## src/rtl/fdc_disk_sched.sv

```systemverilog
// fdc_disk_sched: two-requester arbiter that owns the floppy host channel.
// A granted request is issued to the host as a one-hot command word, then the
// scheduler waits for host_done (or a timeout), runs the done/ack handshake
// and reports a single-cycle done/err pulse to the owning requester.
module fdc_disk_sched #(
    parameter logic [23:0] TIMEOUT = 24'd8_000_000
) (
    input  logic        clk,
    input  logic        rst,
    input  logic [1:0]  req,
    input  logic [1:0]  cmd0,
    input  logic [1:0]  cmd1,
    input  logic [15:0] addr0,
    input  logic [15:0] addr1,
    output logic [1:0]  grant,
    output logic [1:0]  done,
    output logic [1:0]  err,
    output logic        busy,
    output logic [31:0] host_sr,
    input  logic        host_done,
    input  logic        host_err
);

    typedef enum logic [2:0] {
        S_IDLE,
        S_ISSUE,
        S_WAIT,
        S_RELEASE,
        S_REPORT
    } state_t;

    state_t      state_q, state_d;
    logic [1:0]  grant_q, grant_d;
    logic [1:0]  done_q, done_d;
    logic [1:0]  err_q, err_d;
    logic [31:0] sr_q, sr_d;
    logic [23:0] cnt_q, cnt_d;
    logic        last_q, last_d;    // requester served most recently
    logic        own_q, own_d;      // requester owning the current operation
    logic        eflag_q, eflag_d;  // error outcome of the current operation
    logic [1:0]  cmd_q, cmd_d;
    logic [15:0] addr_q, addr_d;
    logic        sel;

    assign grant   = grant_q;
    assign done    = done_q;
    assign err     = err_q;
    assign busy    = (state_q != S_IDLE);
    assign host_sr = sr_q;

    // Next-state and next-output logic for the scheduler FSM
    always_comb begin
        state_d = state_q;
        grant_d = grant_q;
        done_d  = 2'b00;
        err_d   = 2'b00;
        sr_d    = sr_q;
        cnt_d   = cnt_q;
        last_d  = last_q;
        own_d   = own_q;
        eflag_d = eflag_q;
        cmd_d   = cmd_q;
        addr_d  = addr_q;
        sel     = 1'b0;

        case (state_q)
            S_IDLE: begin
                if (req != 2'b00) begin
                    // On a tie the requester not served last wins
                    sel     = (req == 2'b11) ? ~last_q : req[1];
                    own_d   = sel;
                    grant_d = sel ? 2'b10 : 2'b01;
                    cmd_d   = sel ? cmd1 : cmd0;
                    addr_d  = sel ? addr1 : addr0;
                    if (cmd_d == 2'b11) begin
                        // Invalid command never reaches the host
                        eflag_d = 1'b1;
                        done_d  = grant_d;
                        err_d   = grant_d;
                        state_d = S_REPORT;
                    end else begin
                        eflag_d = 1'b0;
                        cnt_d   = '0;
                        state_d = S_ISSUE;
                    end
                end
            end
            S_ISSUE: begin
                sr_d     = {16'h0000, addr_q};
                sr_d[17] = (cmd_q == 2'b01) && !own_q;
                sr_d[18] = (cmd_q == 2'b01) && own_q;
                sr_d[20] = (cmd_q == 2'b10) && !own_q;
                sr_d[21] = (cmd_q == 2'b10) && own_q;
                sr_d[24] = (cmd_q == 2'b00) && !own_q;
                sr_d[25] = (cmd_q == 2'b00) && own_q;
                state_d  = S_WAIT;
            end
            S_WAIT: begin
                // host_done takes priority over a coincident timeout
                if (host_done) begin
                    sr_d[31:17] = '0;
                    sr_d[16]    = 1'b1;
                    eflag_d     = host_err;
                    state_d     = S_RELEASE;
                end else if (cnt_q == TIMEOUT - 24'd1) begin
                    sr_d[31:17] = '0;
                    eflag_d     = 1'b1;
                    state_d     = S_RELEASE;
                end else begin
                    cnt_d = cnt_q + 24'd1;
                end
            end
            S_RELEASE: begin
                if (!host_done) begin
                    done_d  = grant_q;
                    err_d   = eflag_q ? grant_q : 2'b00;
                    state_d = S_REPORT;
                end
            end
            S_REPORT: begin
                grant_d = 2'b00;
                last_d  = own_q;
                state_d = S_IDLE;
            end
            default: begin
                state_d = S_IDLE;
            end
        endcase
    end

    // Control and output registers; reset aborts any operation silently
    always_ff @(posedge clk) begin
        if (rst) begin
            state_q <= S_IDLE;
            grant_q <= 2'b00;
            done_q  <= 2'b00;
            err_q   <= 2'b00;
            sr_q    <= '0;
            cnt_q   <= '0;
            last_q  <= 1'b1;
            own_q   <= 1'b0;
            eflag_q <= 1'b0;
        end else begin
            state_q <= state_d;
            grant_q <= grant_d;
            done_q  <= done_d;
            err_q   <= err_d;
            sr_q    <= sr_d;
            cnt_q   <= cnt_d;
            last_q  <= last_d;
            own_q   <= own_d;
            eflag_q <= eflag_d;
        end
    end

    // Latched command and address of the granted requester
    always_ff @(posedge clk) begin
        cmd_q  <= cmd_d;
        addr_q <= addr_d;
    end

endmodule

```

## config.mk

```make
export PLATFORM = sky130hd
export DESIGN_NAME = fdc_disk_sched
export DESIGN_NICKNAME = d
export VERILOG_FILES = /design/src/rtl/fdc_disk_sched.sv
export SDC_FILE = /design/constraint.sdc
export NUM_CORES = 1
export LEC_CHECK = 0
export CELL_PAD_IN_SITES_DETAIL_PLACEMENT = 0
export CELL_PAD_IN_SITES_GLOBAL_PLACEMENT = 1
export CORE_MARGIN = 1
export CORE_UTILIZATION = 39
export CTS_BUF_LIST = sky130_fd_sc_hd__clkbuf_4
export DETAILED_ROUTE_END_ITERATION = 6
export GPL_TIMING_DRIVEN = 0
export PLACE_DENSITY_LB_ADDON = 0.1
export SETUP_SLACK_MARGIN = 0.5
export SKIP_LAST_GASP = 1
export SLEW_MARGIN = 20
export SYNTH_ARGS = -nofsm -noshare
export SYNTH_HDL_FRONTEND = slang
export SYNTH_SLANG_ARGS = --single-unit
```

## constraint.sdc

```tcl
create_clock -name clk -period 2.4 [get_ports clk]
set_clock_uncertainty 0.2 [all_clocks]
set_input_delay 0.36 -clock clk [delete_from_list [all_inputs] [get_ports clk]]
set_output_delay 0.36 -clock clk [all_outputs]
set_load 0.05 [all_outputs]
```

==> run summary <==
detailed placement HPWL = 6.33 mm
critical path class = flip-flop to flip-flop
First-pass DRT Iterations = 5
most frequent cells in the layout = nand2_1 (50), dfxtp_1 (46), clkdlybuf4s50_1 (38)
min cycle time layout = 2160 ps
GRT overflow = 0
DR iter-0 viols = 142
highest clock rate = 0.462 GHz
Vias per Instance = 5.32
slew margin rel. = 62.0%
DIE HEIGHT = 96.8 um
largest net degree at the start of global routing = 15
row cnt = 34
GRT Overall Usage = 20.6%
CTS Sinks = 77
post-synthesis async set-or-reset flop share = 0%
Distinct cells, synth = 52
layout cell share with drive strength beyond 1 = 36.3%
WL final = 9.85 mm
syn avg cell area = 9.00 um^2
routability cong. = 0.825
CTS buffer count = 9
first-pass GRT wire length = 15.3 mm
diodes inserted = 0
cell depth of the worst hold path = 3
Worst-Margin Slew = 569 ps
pwr dens = 703 nW/um^2
final worst path period share = 90.1%
initial antenna violation count = 0
Startpoint Class = flip-flop
boundary pin count = 81
endpoints failing setup = 0
Seq/Total Area, Yosys = 49.2%
number of synthesis warnings = 0
commonest non-fill, non-tap cell in the layout = nand2_1
Reg clk slew, reported paths = 130 ps
crit end category = flip-flop
CTS tree = done
via count = 3363
Cell Area, Synth = 3500 um^2
Layout Utilization = 59.6%
Nets = 562
Hold Violations, Final = 0
Worst Min Path Start = host_done
Critical Path RT = 2550 ps
top_reg_cell synth = dfxtp_1
fin. max-slew vios = 0
I/O Buffers = 70
area grow syn2layout = 48.4%
Initial Util = 40.2%
Post-synth EDFFs = 18
r2r setup slk = 240 ps
r2r worst-path depth = 8
die extent in x = 96.8 um
Reg2Reg Launch Point = cnt_q[0]
Hold EP = state_q[1]
ANT nets after route = 0
RSZ-0062 raised after global routing = true
Core ar. = 8720 um^2
Max Root-Sink Buffers = 2
Hold Crit Class = primary input to flip-flop
die area = 9360 um^2
crit path DAT = 2310 ps
TNS Setup = 0 ps
Clk Latency, worst-skew pair = 430 ps
fill count = 752
worst-case vdd ir drop = 0.393 mV
CTS Hold Bufs = 0
H-tree levels = 3
Max Cap Viol = 0
number of global-route vias before repair = 3115
leakage power = 2.05 nW
CTS root buf = clkbuf_4
drc violations = 0
Post-Synthesis Cells = 389
Synth Register Bits = 77
Worst R2R End = cnt_q[7]
outcome = finished clean
per-cell routed wire length = 15.6 um
Crit Path Max Fanout = 5
## worst max path at each step
stage,start,endpoint
finish,cnt_q[0],cnt_q[7]
global route,cnt_q[0],cnt_q[3]
CTS,state_q[0],cnt_q[9]
detailed placement,rst,grant[0]
global placement,rst,grant[0]
floorplan,cnt_q[1],cnt_q[15]
## repair_timing
action / CTS / global route
endpoints found under the setup margin: 120 / 91
pin swaps: 27 / 20
gates resized for setup: 130 / 102
buffers inserted: 23 / 15
cloned: 3 / 0
## power breakdown
group,internal [mW],leakage (nW),switching (mW)
logic,0.515,1.32,0.775
registers,1.49,0.660,0.0689
clock network,0.321,0.0702,0.489
## area by class of cell
type / count / area, um^2 / share of cell area [%]
Timing Repair inverter: 1 / 6.26 / 0.120
Clock buffer: 9 / 67.6 / 1.30
Sequential cell: 77 / 1750 / 33.6
Timing Repair Buffer: 109 / 972 / 18.7
Buffer: 25 / 194 / 3.73
Tap cell: 108 / 135 / 2.60
Multi-Input combinational cell: 288 / 1950 / 37.6
Inverter: 8 / 43.8 / 0.843
Clock inverter: 7 / 75.1 / 1.44
## flip-flops by register name (all words and copies together), names as in the netlist
signal / flops
err: 2
addr_q: 16
done: 2
grant: 2
own_q: 1
host_sr: 23
eflag_q: 1
state_q: 3
cnt_q: 24
cmd_q: 2
last_q: 1
## layer usage
layer | routed length (um) | GRT usage [%] | vias to the layer above
li1 | - | - | 1647
met1 | 4250 | 25.5 | 1618
met2 | 5100 | 35.9 | 87
met3 | 378 | 4.62 | 11
met4 | 118 | 5.86 | 0
met5 | 0 | 0 | -
## metrics by stage
stage               setup WS (ps)  area [um^2]  std cells  hold WS [ps]  power [mW]
detailed placement           -493         4400        575           246        2.58
floorplan                     302         3560        397           239        2.24
finish                        238         5200        632           241        3.65
CTS                           239         4960        617           205        3.57
global route                  149         5200        632           214        3.83
global placement             -497         4400        575           242        2.57
## Yosys cell counts, types with 4 or more instances
library cell  instances  area [um^2]
dfxtp_1              59         1180
nand2_1              58          218
a21oi_1              34          170
nor2_1               27          101
nand3_1              23          115
o21ai_0              22          110
edfxtp_1             18          541
mux2_2               18          203
clkbuf_1             12         45.0
nor3_1               11         55.1
buf_4                10         75.1
o21ai_1               9         45.0
nand4_1               8         50.1
a31oi_1               7         43.8
inv_1                 7         26.3
nor2b_1               5         31.3
or3_1                 5         31.3
a32o_1                4         40.0
o31ai_1               4         30.0
## worst max-delay path: stages (launching register included)
cell	delay (ps)
dfxtp_4	380
ha_4	150
nand3_4	80
or3_4	400
o21a_4	270
o31ai_4	290
buf_6	190
o21ai_1	60
o31ai_1	70
## kinds of logic after synthesis
logic type / share of synthesized area [%]
multiplexers: 6.36
other: 0.107
AO/OA/AOI/OAI: 16.8
adder cells (fa/ha/maj): 0.357
AND/OR/NAND/NOR: 22.5
buffers and inverters: 4.68
flip-flops: 49.2
(Power assumes the default switching activity.)
==> variant 1 (same settings) <==
Put one more register stage on the output `err`, cleared by the reset. The value now appears one clock later. The other outputs are not delayed to match. Comments in the files are not updated.
--- a/src/rtl/fdc_disk_sched.sv
+++ b/src/rtl/fdc_disk_sched.sv
@@ -44,7 +44,13 @@
 
     assign grant   = grant_q;
     assign done    = done_q;
-    assign err     = err_q;
+    always_ff @(posedge clk) begin
+        if (rst) begin
+            err <= '0;
+        end else begin
+            err <= err_q;
+        end
+    end
     assign busy    = (state_q != S_IDLE);
     assign host_sr = sr_q;
 
Function: changed (Yosys sat finds a counterexample within 4 cycles, from zero or initial values and one cycle with rst high).
==> variant 1 against the original RTL <==
  * The run now ends with design-rule violations left
  * Sequential cell count is 2 higher
  * Setup slack improved by 0.12 ns
  * Final area rose by 8.2%
  * Routed wire length rose by 4.0%
  * Sequential share of layout area down 1.6 points
  * Cell count increased by 1.7%
  * Total power grew 0.64%
  * Area after synthesis up 3.1%
  * Critical path type unchanged
  * Largest power group unchanged
==> variant 1: results (changes against the original RTL) <==
Synthesis
  • Post-synth top cells: dfxtp_1 (61), nand2_1 (52), a21oi_1 (32), o21ai_0 (20), nor2_1 (19)
  • Ys async rst share: 0% (unchanged)
  • Sequential area share after synthesis: 48.8% (-0.37 points)
  • Synth unique cells: 58 (+12%)
  • Syn Inst Count: 378 (-2.8%)
  • Largest cells by area after synthesis: dfxtp_1 (34%), edfxtp_1 (15%), mux2_2 (5.6%), nand2_1 (5.4%), a21oi_1 (4.4%)
  • Post-synth EDFFs: 18 (unchanged)

Hold path
  • Hold depth: 1 (-2)
  • WHS Endpoint: err[0]
  • Worst Hold Launch: err_q[0]
  • Worst hold path type: register to register

Pwr
  • Sw Ratio: 31.2% (-5.3 points)
  • Leakage: 2.19 nW (+7.2%)
  • Maximum vdd drop: 0.000408 V (+3.9%)

Run status
  • Status: finished with violations
  • Failing checks: design-rule violations

GRT
  • Antenna violations before repair: 0 (unchanged)
  • Number of global-route vias before repair: 3275 (+5.1%)
  • First-pass GRT wire length: 16300 microns (+6.2%)
  • Gr usage total: 21.4% (+0.80 points)

Route
  • Post-route DRC: 2 (+2)
  • Starting DRC count in detailed routing: 105 (-26%)
  • Detailed Route WL: 10200 microns (+4.0%)
  • Via density: 5.30 (-0.31%)
  • Routed vias: 3411 (+1.4%)
  • Pre-Repair DR Iteration Count: 7 (+2)

Critical path
  • CP max-delay cell: dfxtp_2
  • Reg2Reg Depth: 9 (+1)
  • Worst R2R End: cnt_q[8]
  • Reg2reg setup slack: 0.36 ns (+0.12 ns)
  • R2r startpoint: cnt_q[9]
  • Crit-path max FO: 7 (+2)
  • Worst path max stage delay: 0.44 ns (+0.04 ns)
  • Worst Path Arrival: 2.15 ns (-0.16 ns)

Placement
  • GPL Wtd Cong: 0.801 (-2.9%)
  • IO buf count: 71 (+1.4%)
  • Cells after DPL: 565 (-1.7%)
  • Placed instance area: 4520 sq um (+2.8%)
  • Hpwl dp: 6420 microns (+1.5%)

STA
  • Slew HR: 63.6% (+1.5 points)
  • Hold slack: 0.256 ns (+0.0150 ns)

Finish
  • Layout cells sized above 1: 43.2% (+6.9 points)
  • FILL cells: 756 (+0.53%)
[variant 1: cell types whose count changed after synthesis, sizes merged, moves of 6 or more]
cell | unedited run | this run
o31ai | 5 | 12
clkbuf | 12 | 6
nor2 | 29 | 19
buf | 13 | 21
nand3 | 24 | 13
[variant 1: worst max path at each step]
stage                          start          end  slack (ns)  depth (start not counted)
after CTS                 state_q[0]         busy        0.33                          4
after global routing      state_q[0]    cnt_q[21]        0.28                          8
final                       cnt_q[9]     cnt_q[8]        0.36                          9
after floorplan             cnt_q[1]    cnt_q[19]        0.49                          8
after detailed placement         rst  host_sr[16]       -0.47                          5
after global placement        req[1]    cnt_q[20]       -0.45                          8
[variant 1: power groups by stage]
stage / sequential [mW] / combinational (mW) / clock, mW
final: 1.53 / 1.12 / 1.03
after global routing: 1.55 / 1.19 / 1.10
after CTS: 1.53 / 0.973 / 1.06
after detailed placement: 1.56 / 0.759 / 0
after global placement: 1.56 / 0.751 / 0
after floorplan: 1.68 / 0.373 / 0
[variant 1: final cells by class]
class | count | share of cell area [%]
Clock buffer | 10 | 1.34
Multi-Input combinational cell | 272 | 35.2
Clock inverter | 6 | 2.09
Timing Repair inverter | 2 | 0.490
Inverter | 9 | 0.735
Sequential cell | 79 | 32.1
Buffer | 27 | 3.98
Timing Repair Buffer | 130 | 21.7
Tap cell | 108 | 2.40
[variant 1: metrics by stage]
stage / TNS [ns] / utilization [%] / setup WS (ns) / total power [mW]
after global routing: 0 / 63.5 / 0.283 / 3.83
final: 0 / 63.5 / 0.358 / 3.68
after floorplan: 0 / - / 0.492 / 2.05
after CTS: 0 / 60.2 / 0.326 / 3.56
after detailed placement: -23.09 / 51.1 / -0.469 / 2.32
after global placement: -22.38 / 51.1 / -0.446 / 2.31
[variant 1: routing by layer]
| metal | routed length, microns | track usage, % | up-vias | share of wire, % |
|---|---|---|---|---|
| li1 | - | - | 1660 | - |
| met1 | 4520 | 25.4 | 1674 | 44 |
| met2 | 5290 | 39.2 | 67 | 52 |
| met3 | 321 | 4.51 | 10 | 3.1 |
| met4 | 108 | 5.40 | 0 | 1.1 |
| met5 | 0 | 0 | - | 0 |
[variant 1: kinds of logic (layout without fill, tap and decap cells)]
| kind of cell | Yosys count | after routing | synth area share (%) |
|---|---|---|---|
| AOI/OAI and AO/OA | 102 | 102 | 18.7 |
| adders and majority gates | 1 | 1 | 0.346 |
| buffers and inverters | 36 | 184 | 5.16 |
| DFF | 79 | 79 | 48.8 |
| muxes | 19 | 19 | 5.89 |
| other | 1 | 9 | 0.104 |
| and+or+nand+nor | 140 | 141 | 21.0 |
[variant 1: repair_timing]
item / in CTS / in global routing
resized for setup: 139 / 99
pin swaps: 25 / 23
buffers inserted: 44 / 13
setup endpoints to repair: 120 / 106
cloned: 2 / 3
==> variant 2 (config.mk and constraints unchanged) <==
Made on the original files. `TIMEOUT`: 24'd8_000_000 -> 24'd4000000.
--- a/src/rtl/fdc_disk_sched.sv
+++ b/src/rtl/fdc_disk_sched.sv
@@ -3,7 +3,7 @@
 // scheduler waits for host_done (or a timeout), runs the done/ack handshake
 // and reports a single-cycle done/err pulse to the owning requester.
 module fdc_disk_sched #(
-    parameter logic [23:0] TIMEOUT = 24'd8_000_000
+    parameter logic [23:0] TIMEOUT = 24'd4000000
 ) (
     input  logic        clk,
     input  logic        rst,
Function: same outputs for any inputs over 10 cycles, from zero or initial values and one cycle with rst high; that may be too few to reach the edited logic, so the function may still have changed.
==> variant 2 against the original RTL <==
  * The run now ends with design-rule violations left
  * Setup slack improved by 0.099 ns
  * Area after synthesis up 2.3%
  * Worst hold slack improved by 0.022 ns
  * Total power shrank 3.1%
  * Sequential cell count did not move
  * Routed wire length grew 7.3%
  * Final area increased by 3.0%
  * Combinational power is 11% lower
  * Critical endpoint is now cnt_q[20]
  * Largest cell class unchanged
==> variant 2: results (changes against the original RTL) <==
Critical path
  • Worst Path Arrival: 2.19 ns (-0.12 ns)
  • Reg2reg setup slack: 0.34 ns (+0.10 ns)
  • Reg2Reg Depth: 7 (-1)
  • Worst path max stage delay: 0.50 ns (+0.10 ns)
  • CP max-delay cell: or4b_4
  • Top delay family on crit path: simple AND/OR/NAND/NOR gates
  • R2r startpoint: cnt_q[0]
  • Crit-path max FO: 3 (-2)
  • Worst R2R End: cnt_q[20]

Placement
  • Hpwl dp: 6540 microns (+3.3%)
  • Pre-CTS WS: -0.383 ns (+0.110 ns)
  • Cells after DPL: 585 (+1.7%)
  • Placed instance area: 4540 sq um (+3.1%)
  • IO buf count: 71 (+1.4%)
  • GPL Wtd Cong: 0.806 (-2.3%)

Pwr
  • Clk. pwr: 854 uW (+5.4%)
  • Net Switching: 1.28 mW (-3.6%)
  • Register share of total power: 43.4% (+0.9 points)
  • Maximum vdd drop: 0.000397 V (+1.0%)
  • Leakage: 2.06 nW (+0.52%)
  • Power per cell area: 662 nW/um^2 (-5.8%)

Hold path
  • Worst hold path type: register to register
  • Worst Hold Launch: host_sr[2]

Finish
  • Clock-cell share of area: 2.76% (+0.015 points)
  • Sequential cell count: 77 (unchanged)
  • FILL cells: 811 (+7.8%)
  • Max FFs per register: 24 (unchanged)
  • Multi-In Gates: 293 (+1.7%)
  • Final #Nets: 574 (+2.1%)
  • Logic inverters: 7 (-2)
  • Non-clock buffers: 143 (+6.7%)
  • Fraction of area in multi-input gates: 36.9% (-0.68 points)
  • FF+latch area: 1760 sq um (+0.79%)
  • Layout cells sized above 1: 36.6% (+0.31 points)
  • Data buffer area share: 24.2% (+1.7 points)

GRT
  • Gr usage total: 22.6% (+2.0 points)
  • Largest net degree at the start of global routing: 16 (+1)
  • First-pass GRT wire length: 16900 microns (+10%)
  • Number of global-route vias before repair: 3363 (+8.0%)

Synthesis
  • Sequential area share after synthesis: 48.1% (-1.1 points)
  • Mapped cell area: 3580 sq um (+2.3%)
  • Post-synth top flop: dfxtp_1
  • Largest cells by area after synthesis: dfxtp_1 (33%), edfxtp_1 (15%), nand2_1 (6.6%), mux2_2 (6.0%), a21oi_1 (5.4%)
  • Synth unique cells: 58 (+12%)
  • Avg Inst Size Synth: 9.00 sq um (about the same)
  • Ys Warns: 0 (unchanged)
  • Post-synth top cells: nand2_1 (63), dfxtp_1 (59), a21oi_1 (39), nand3_1 (30), nor2_1 (25)

Run status
  • Status: finished with violations
  • Failing checks: design-rule violations

Route
  • Detailed Route WL: 10600 microns (+7.3%)
  • Starting DRC count in detailed routing: 211 (+49%)
  • Post-route DRC: 16 (+16)
  • Routed vias: 3480 (+3.5%)
  • Pre-Repair DR Iteration Count: 7 (+2)
  • Per-cell routed wire length: 16.4 microns (+5.3%)

CTS
  • PostCTS Resize Cnt: 138 (+6.2%)
  • Setup Fix Bufs, Post-CTS: 34 (+48%)
  • Clock Pin Slew Worst Setup and Hold Paths: 0.15 ns (+0.02 ns)

STA
  • Period utilisation layout: 86.0% (-4.1 points)
  • Worst-Margin Slew: 0.548 ns (-0.0217 ns)
[variant 2: how the worst min path moves through the flow]
stage	endpoint	slack, ns	cells past startpoint
after floorplan	cnt_q[23]	0.24	1
after global placement	host_sr[9]	0.24	2
after detailed placement	host_sr[2]	0.25	2
after CTS	host_sr[6]	0.26	2
after global routing	host_sr[3]	0.28	2
final	host_sr[2]	0.26	2
[variant 2: cells by family after synthesis]
group	after synthesis	synth area share, %
mux	20	6.25
fa+ha+maj	1	0.349
compound gates	94	16.0
simple gates	169	23.5
other cells	1	0.105
flops	77	48.1
buf+inv	36	5.69
[variant 2: per-layer routing]
layer	GRT usage, %	wire length [microns]
met5	0	0
met1	30.3	4810
met4	8.86	178
met2	36.2	4870
met3	3.87	713
[variant 2: metrics by stage]
step / TNS [ns] / power [mW]
2_1_floorplan: 0 / 2.20
3_3_place_gp: -7.41 / 2.51
3_5_place_dp: -7.93 / 2.51
4_1_cts: 0 / 3.48
5_1_grt: 0 / 3.70
6_report: 0 / 3.54
